## config.mk

```make
export PLATFORM = sky130hd
export DESIGN_NAME = coeff_regfile_flat
export DESIGN_NICKNAME = d
export VERILOG_FILES = /design/src/rtl/coeff_regfile_if.sv /design/src/rtl/coeff_regfile.sv /design/src/flat_wrapper.sv
export SDC_FILE = /design/constraint.sdc
export NUM_CORES = 2
export LEC_CHECK = 0
export ABC_AREA = 1
export BUFFER_PORTS_ARGS = -buffer_cell sky130_fd_sc_hd__buf_2
export CAP_MARGIN = 0
export CORE_UTILIZATION = 53
export DETAILED_ROUTE_END_ITERATION = 8
export PLACE_DENSITY_LB_ADDON = 0.3
export SKIP_CTS_REPAIR_TIMING = 1
export SYNTH_ARGS = -nofsm -noshare
export SYNTH_HDL_FRONTEND = slang
export SYNTH_SLANG_ARGS = --single-unit
```

## constraint.sdc

```tcl
create_clock -name clk -period 25.8 [get_ports clk]
set_clock_uncertainty 0.15 [all_clocks]
set_input_delay 2.58 -clock clk [delete_from_list [all_inputs] [get_ports clk]]
set_output_delay 2.58 -clock clk [all_outputs]
set_load 0.05 [all_outputs]
```

## src/rtl/coeff_regfile_if.sv

```systemverilog
// SPI-facing bus of coeff_regfile: write strobe, read port and the active coefficient bank.
interface coeff_regfile_if #(
  parameter int unsigned NUM_TAPS = 32,
  parameter int unsigned DATA_W   = 12,
  parameter int unsigned ADDR_W   = 8
);
  logic                       load;
  logic [ADDR_W-1:0]          register_address;
  logic [DATA_W-1:0]          register_value;
  logic [ADDR_W-1:0]          read_address;
  logic [DATA_W-1:0]          read_value;
  logic [NUM_TAPS*DATA_W-1:0] coeffs;
  logic                       coeff_valid;
  logic                       bank_swap;

  modport master (
    output load, register_address, register_value, read_address,
    input  read_value, coeffs, coeff_valid, bank_swap
  );

  modport slave (
    input  load, register_address, register_value, read_address,
    output read_value, coeffs, coeff_valid, bank_swap
  );
endinterface

```

## src/rtl/coeff_regfile.sv

```systemverilog
// FIR coefficient register file: SCK-domain write strobe synchronised into clk, shadow bank
// written per tap, committed atomically to the active bank, plus control/status registers.
module coeff_regfile #(
  parameter int unsigned       NUM_TAPS    = 32,
  parameter int unsigned       DATA_W      = 12,
  parameter int unsigned       ADDR_W      = 8,
  parameter logic [ADDR_W-1:0] CTRL_ADDR   = 8'h20,
  parameter logic [ADDR_W-1:0] STATUS_ADDR = 8'h21
) (
  input logic            clk,
  input logic            rst,
  coeff_regfile_if.slave bus
);
  localparam int unsigned       IdxW     = $clog2(NUM_TAPS);
  localparam logic [ADDR_W-1:0] NumTapsA = ADDR_W'(NUM_TAPS);

  typedef enum logic [1:0] {StIdle, StCapture, StApply} state_e;
  state_e r_state, w_state_next;

  logic              r_s1, r_s2, r_s3;
  logic              w_wr_evt;
  logic [ADDR_W-1:0] r_hold_addr;
  logic [DATA_W-1:0] r_hold_val;
  logic [DATA_W-1:0] r_shadow [NUM_TAPS];
  logic [DATA_W-1:0] r_active [NUM_TAPS];
  logic [DATA_W-1:0] r_read_value;
  logic [DATA_W-1:0] w_read_mux;
  logic              r_dirty, r_coeff_valid, r_bank_swap;
  logic [7:0]        r_wr_cnt;
  logic [3:0]        r_err_cnt;
  logic [4:0]        w_err_sum;
  logic              w_apply, w_tap_wr, w_ctrl_wr, w_commit, w_clear, w_bad_wr, w_drop;
  logic [IdxW-1:0]   w_idx;

  // s1 is the metastability stage; the rising edge is detected between s2 and s3.
  always_ff @(posedge clk or posedge rst) begin
    if (rst) begin
      r_s1 <= 1'b0;
      r_s2 <= 1'b0;
      r_s3 <= 1'b0;
    end else begin
      r_s1 <= bus.load;
      r_s2 <= r_s1;
      r_s3 <= r_s2;
    end
  end

  assign w_wr_evt = r_s2 & ~r_s3;

  always_comb begin
    w_state_next = r_state;
    unique case (r_state)
      StIdle:    if (w_wr_evt) w_state_next = StCapture;
      StCapture: w_state_next = StApply;
      StApply:   w_state_next = StIdle;
      default:   w_state_next = StIdle;
    endcase
  end

  assign w_apply   = (r_state == StApply);
  assign w_tap_wr  = w_apply && (r_hold_addr < NumTapsA);
  assign w_ctrl_wr = w_apply && (r_hold_addr == CTRL_ADDR);
  assign w_commit  = w_ctrl_wr && r_hold_val[0];
  assign w_clear   = w_ctrl_wr && r_hold_val[1];
  assign w_bad_wr  = w_apply && !w_tap_wr && !w_ctrl_wr;
  assign w_drop    = w_wr_evt && (r_state != StIdle);
  assign w_idx     = r_hold_addr[IdxW-1:0];
  assign w_err_sum = {1'b0, r_err_cnt} + {4'b0, w_bad_wr} + {4'b0, w_drop};

  always_ff @(posedge clk or posedge rst) begin
    if (rst) begin
      r_state       <= StIdle;
      r_hold_addr   <= '0;
      r_hold_val    <= '0;
      r_dirty       <= 1'b0;
      r_coeff_valid <= 1'b0;
      r_bank_swap   <= 1'b0;
      r_wr_cnt      <= '0;
      r_err_cnt     <= '0;
      for (int k = 0; k < NUM_TAPS; k++) begin
        r_shadow[k] <= '0;
        r_active[k] <= '0;
      end
    end else begin
      r_state     <= w_state_next;
      r_bank_swap <= w_commit;
      r_err_cnt   <= (w_err_sum > 5'd15) ? 4'hf : w_err_sum[3:0];
      if (r_state == StCapture) begin
        r_hold_addr <= bus.register_address;
        r_hold_val  <= bus.register_value;
      end
      if (w_tap_wr) begin
        r_shadow[w_idx] <= r_hold_val;
        r_dirty         <= 1'b1;
        r_wr_cnt        <= r_wr_cnt + 8'd1;
      end
      // Commit samples the pre-clear shadow; a simultaneous clear then re-dirties it.
      if (w_commit) begin
        for (int k = 0; k < NUM_TAPS; k++) r_active[k] <= r_shadow[k];
        r_coeff_valid <= 1'b1;
        r_dirty       <= 1'b0;
      end
      if (w_clear) begin
        for (int k = 0; k < NUM_TAPS; k++) r_shadow[k] <= '0;
        r_dirty <= 1'b1;
      end
    end
  end

  always_comb begin
    w_read_mux = '0;
    if (bus.read_address < NumTapsA) begin
      w_read_mux = r_shadow[bus.read_address[IdxW-1:0]];
    end else if (bus.read_address == CTRL_ADDR) begin
      w_read_mux = {{(DATA_W-2){1'b0}}, r_dirty, r_coeff_valid};
    end else if (bus.read_address == STATUS_ADDR) begin
      w_read_mux = DATA_W'({r_err_cnt, r_wr_cnt});
    end
  end

  always_ff @(posedge clk or posedge rst) begin
    if (rst) r_read_value <= '0;
    else     r_read_value <= w_read_mux;
  end

  for (genvar k = 0; k < NUM_TAPS; k++) begin : g_coeffs
    assign bus.coeffs[k*DATA_W +: DATA_W] = r_active[k];
  end

  assign bus.read_value  = r_read_value;
  assign bus.coeff_valid = r_coeff_valid;
  assign bus.bank_swap   = r_bank_swap;
endmodule

```

## src/flat_wrapper.sv

```systemverilog
// flat-port wrapper written by rule: the top's interface ports become plain ports
module coeff_regfile_flat 
#(
  parameter int unsigned       NUM_TAPS    = 32,
  parameter int unsigned       DATA_W      = 12,
  parameter int unsigned       ADDR_W      = 8,
  parameter logic [ADDR_W-1:0] CTRL_ADDR   = 8'h20,
  parameter logic [ADDR_W-1:0] STATUS_ADDR = 8'h21
)
  (clk, rst, bus_load, bus_register_address, bus_register_value, bus_read_address, bus_read_value, bus_coeffs, bus_coeff_valid, bus_bank_swap);
  coeff_regfile_if #(.NUM_TAPS(NUM_TAPS), .DATA_W(DATA_W), .ADDR_W(ADDR_W)) bus_i ();
  input logic clk;
  input logic rst;
  input wire logic [$bits(bus_i.load)-1:0] bus_load;
  input wire logic [$bits(bus_i.register_address)-1:0] bus_register_address;
  input wire logic [$bits(bus_i.register_value)-1:0] bus_register_value;
  input wire logic [$bits(bus_i.read_address)-1:0] bus_read_address;
  output wire logic [$bits(bus_i.read_value)-1:0] bus_read_value;
  output wire logic [$bits(bus_i.coeffs)-1:0] bus_coeffs;
  output wire logic [$bits(bus_i.coeff_valid)-1:0] bus_coeff_valid;
  output wire logic [$bits(bus_i.bank_swap)-1:0] bus_bank_swap;
  assign bus_i.load = bus_load;
  assign bus_i.register_address = bus_register_address;
  assign bus_i.register_value = bus_register_value;
  assign bus_i.read_address = bus_read_address;
  assign bus_read_value = bus_i.read_value;
  assign bus_coeffs = bus_i.coeffs;
  assign bus_coeff_valid = bus_i.coeff_valid;
  assign bus_bank_swap = bus_i.bank_swap;
  coeff_regfile #(.NUM_TAPS(NUM_TAPS), .DATA_W(DATA_W), .ADDR_W(ADDR_W), .CTRL_ADDR(CTRL_ADDR), .STATUS_ADDR(STATUS_ADDR)) u_core (.clk(clk), .rst(rst), .bus(bus_i));
endmodule
```

==> impl_metrics.yaml <==
outcome:
  status: "complete, no violations"
layout:
  fin_nets: 4624
  synthToLayoutAreaGrowth_pct: 15.9
  drive_above_1_share_pct: 14.0
  final_area_mm2: 0.0405
  fillers: 5602
  fin_util_pct: 62.5
sta:
  finalCritPeriodShare_pct: 22.5
  rsz0062_at_grt: "no"
  fmaxAchievable_ghz: 0.173
  slew_headroom_pct: 17.1
  period_minus_slack_ns: 5.79
  hold_viol: 0
  setup_ws_ns: 20.01
  final.setup.tns_ns: 0
  timing_max_transition_violations_final: 0
  setup_viol: 0
  tightestPinTransition_ns: 1.24
synthesis:
  synth_cells: 4278
  synth_edf_count: 0
  synthTopCellsByCount: "1,867 x nand2_1, 820 x dfrtp_1, 434 x o21ai_0"
  synth_flop_cell: "dfrtp_1"
  synth.top_cells.by_area: "dfrtp_1 59%, nand2_1 20%, o21ai_0 6.2%, inv_1 3.4%, nand3_1 2.5%"
  ys_warn_count: 0
  netlist.area_leader.share_pct: 58.7
  async_reset_ff_share_pct: 100
  ys_seq_area_share_pct: 58.7
  synth_area_mm2: 0.0350
  syn_nets: 4312
  synth_top_area_cell: "dfrtp_1"
  synth.avg_cell_area_um2: 8.18
  yosysMostFrequentCell: "nand2_1"
  synthDistinctLibCells: 32
  ys_ff_latch: 820
floorplan:
  core-area_mm2: 0.0648
  num_io_pins: 429
  start_util_pct: 54.0
  dieArea_mm2: 0.0670
  rows: 93
  die_x_um: 259
  dieHeight_um: 259
cts:
  cts_buffers: 83
  clock-sinks: 820
  cts_max_path_buffers: 3
  cts_tree: "built"
  path_clk_slew_ns: 0.06
  cts_root_buf: "clkbuf_16"
  clkLatencyLatePin_ns: 0.63
  htree_levels: 3
worst_setup_path:
  start_kind: "input pin"
  critical_path.slowest_cell: "buf_4"
  cp_cell_sequence: "buf_2 -> inv_8 -> buf_4 -> buf_4 -> buf_4"
  end_kind: "async pin"
  r2r-start: "u_core.r_hold_addr[2]"
  crit_top_cell: "buf_4"
  reg2reg_setup_slack_ns: 21.83
  cp.arrival_ns: 6.25
  crit_path_max_fanout: 139
  reg2reg_to: "u_core.bus.coeffs[43]"
  required_ns: 26.25
  worstRegToRegCells: 9
  crit_type: "in2async"
  slowest_delay_ns: 0.95
global_routing:
  antenna_found_initial: 4
  grt_max_degree: 226
  grt_pass1_vias: 28852
  overflow: 0
  grt_usage_pct: 35.3
  grt_first_pass_wirelength_mm: 177
min_path:
  hold_path_class: "reg2reg"
  min_to: "u_core.r_s3"
  hold_start: "u_core.r_s2"
  holdPathStages: 0
route:
  vias: 30934
  drc: 0
  viasPerCell: 5.62
  drt_iter0_markers: 4329
  dr.pass1.iters: 6
  ant_nets: 0
  routed_wl_mm: 118
  wl_per_cell_um: 21.5
place:
  gp_congestion: 0.971
  dp_hpwl_mm: 81.1
  dpl_worst_slack_ns: 19.21
  numPortBuffers: 428
  dpl_cell_area_mm2: 0.0376
flow_run:
  maxCapViolations: 0
power:
  leakage_uw: 0.0220
  finalPower_uw: 3040
  power_density_mw_per_mm2: 75.0
  peakVddDrop_mv: 0.0495
worst max path at each step:
stage	depth (start not counted)	startpoint	to
floorplan	1	rst	u_core.bus.bank_swap
global placement	5	rst	u_core.bus.coeffs[55]
detailed placement	5	rst	u_core.bus.coeffs[55]
CTS	5	rst	u_core.bus.coeffs[13]
global route	5	rst	u_core.r_shadow[292]
finish	5	rst	u_core.bus.bank_swap
sequential cells by signal, summed over array words and instances, names as in the netlist, 2 cells and up:
register               flops
u_core.r_wr_cnt            8
u_core.bus.read_value     12
u_core.r_hold_addr         8
u_core.bus.coeffs        384
u_core.r_shadow          384
u_core.r_state             2
u_core.r_hold_val         12
u_core.r_err_cnt           4
cell usage in the layout (no fill, tap or decap), drive strengths merged:
master	Yosys	final
nand2	1867	1867
dfrtp	820	820
buf	80	472
o22ai	1	1
nor3b	1	1
xnor2	2	2
nand4	15	15
ha	2	2
diode	0	1
o211ai	12	12
o21bai	1	1
o31ai	7	7
xor2	6	6
nand3	174	174
clkbuf	165	112
o21ai	434	434
clkinvlp	0	3
nor2	160	160
nor3	20	20
a21oi	146	146
or2	2	2
nor4	1	1
bufinv	0	14
clkinv	4	19
fa	1	1
a211oi	34	34
inv	323	323
layer usage:
metal  part of all wire, %  up-vias  global-route usage (%)
met5                 0.024        -                       0
met1                    41    14959                    50.2
met3                    11      255                    8.36
met4                   3.7        4                    14.1
li1                      -    14007                       -
met2                    45     1709                    52.3
final cells by class:
| class | count | area (um^2) | area share, % |
|---|---|---|---|
| Antenna cell | 1 | 2.50 | 0.00617 |
| Clock buffer | 112 | 2400 | 5.92 |
| Clock inverter | 32 | 522 | 1.29 |
| Inverter | 327 | 1240 | 3.06 |
| Multi-Input combinational cell | 2886 | 12300 | 30.3 |
| Sequential cell | 820 | 20500 | 50.6 |
| Tap cell | 855 | 1070 | 2.64 |
| Timing Repair Buffer | 472 | 2490 | 6.14 |
stage by stage:
| stage | instances | hold slack, ns |
|---|---|---|
| 2_1_floorplan | 4278 | 0.181 |
| 3_3_place_gp | 5360 | 0.217 |
| 3_5_place_dp | 5360 | 0.239 |
| 4_1_cts | 5504 | 0.254 |
| 5_1_grt | 5504 | 0.273 |
| 6_report | 5505 | 0.252 |
logic make-up after synthesis:
| group | share of synthesized area [%] |
|---|---|
| compound gates | 9.48 |
| fa+ha+maj | 0.129 |
| xor+xnor | 0.200 |
| simple gates | 25.1 |
| flops | 58.7 |
| buf+inv | 6.39 |
critical path, delay by kind of cell:
family / cells / cell delay, ns
buffers and inverters: 5 / 3.42
where the power goes:
group	switching (uW)	total [uW]	internal (uW)
combinational	252	319	67.0
sequential	64.2	1420	1350
clock	513	1300	790
total	829	3040	2210
No activity file was read; power rests on OpenSTA's default activity.
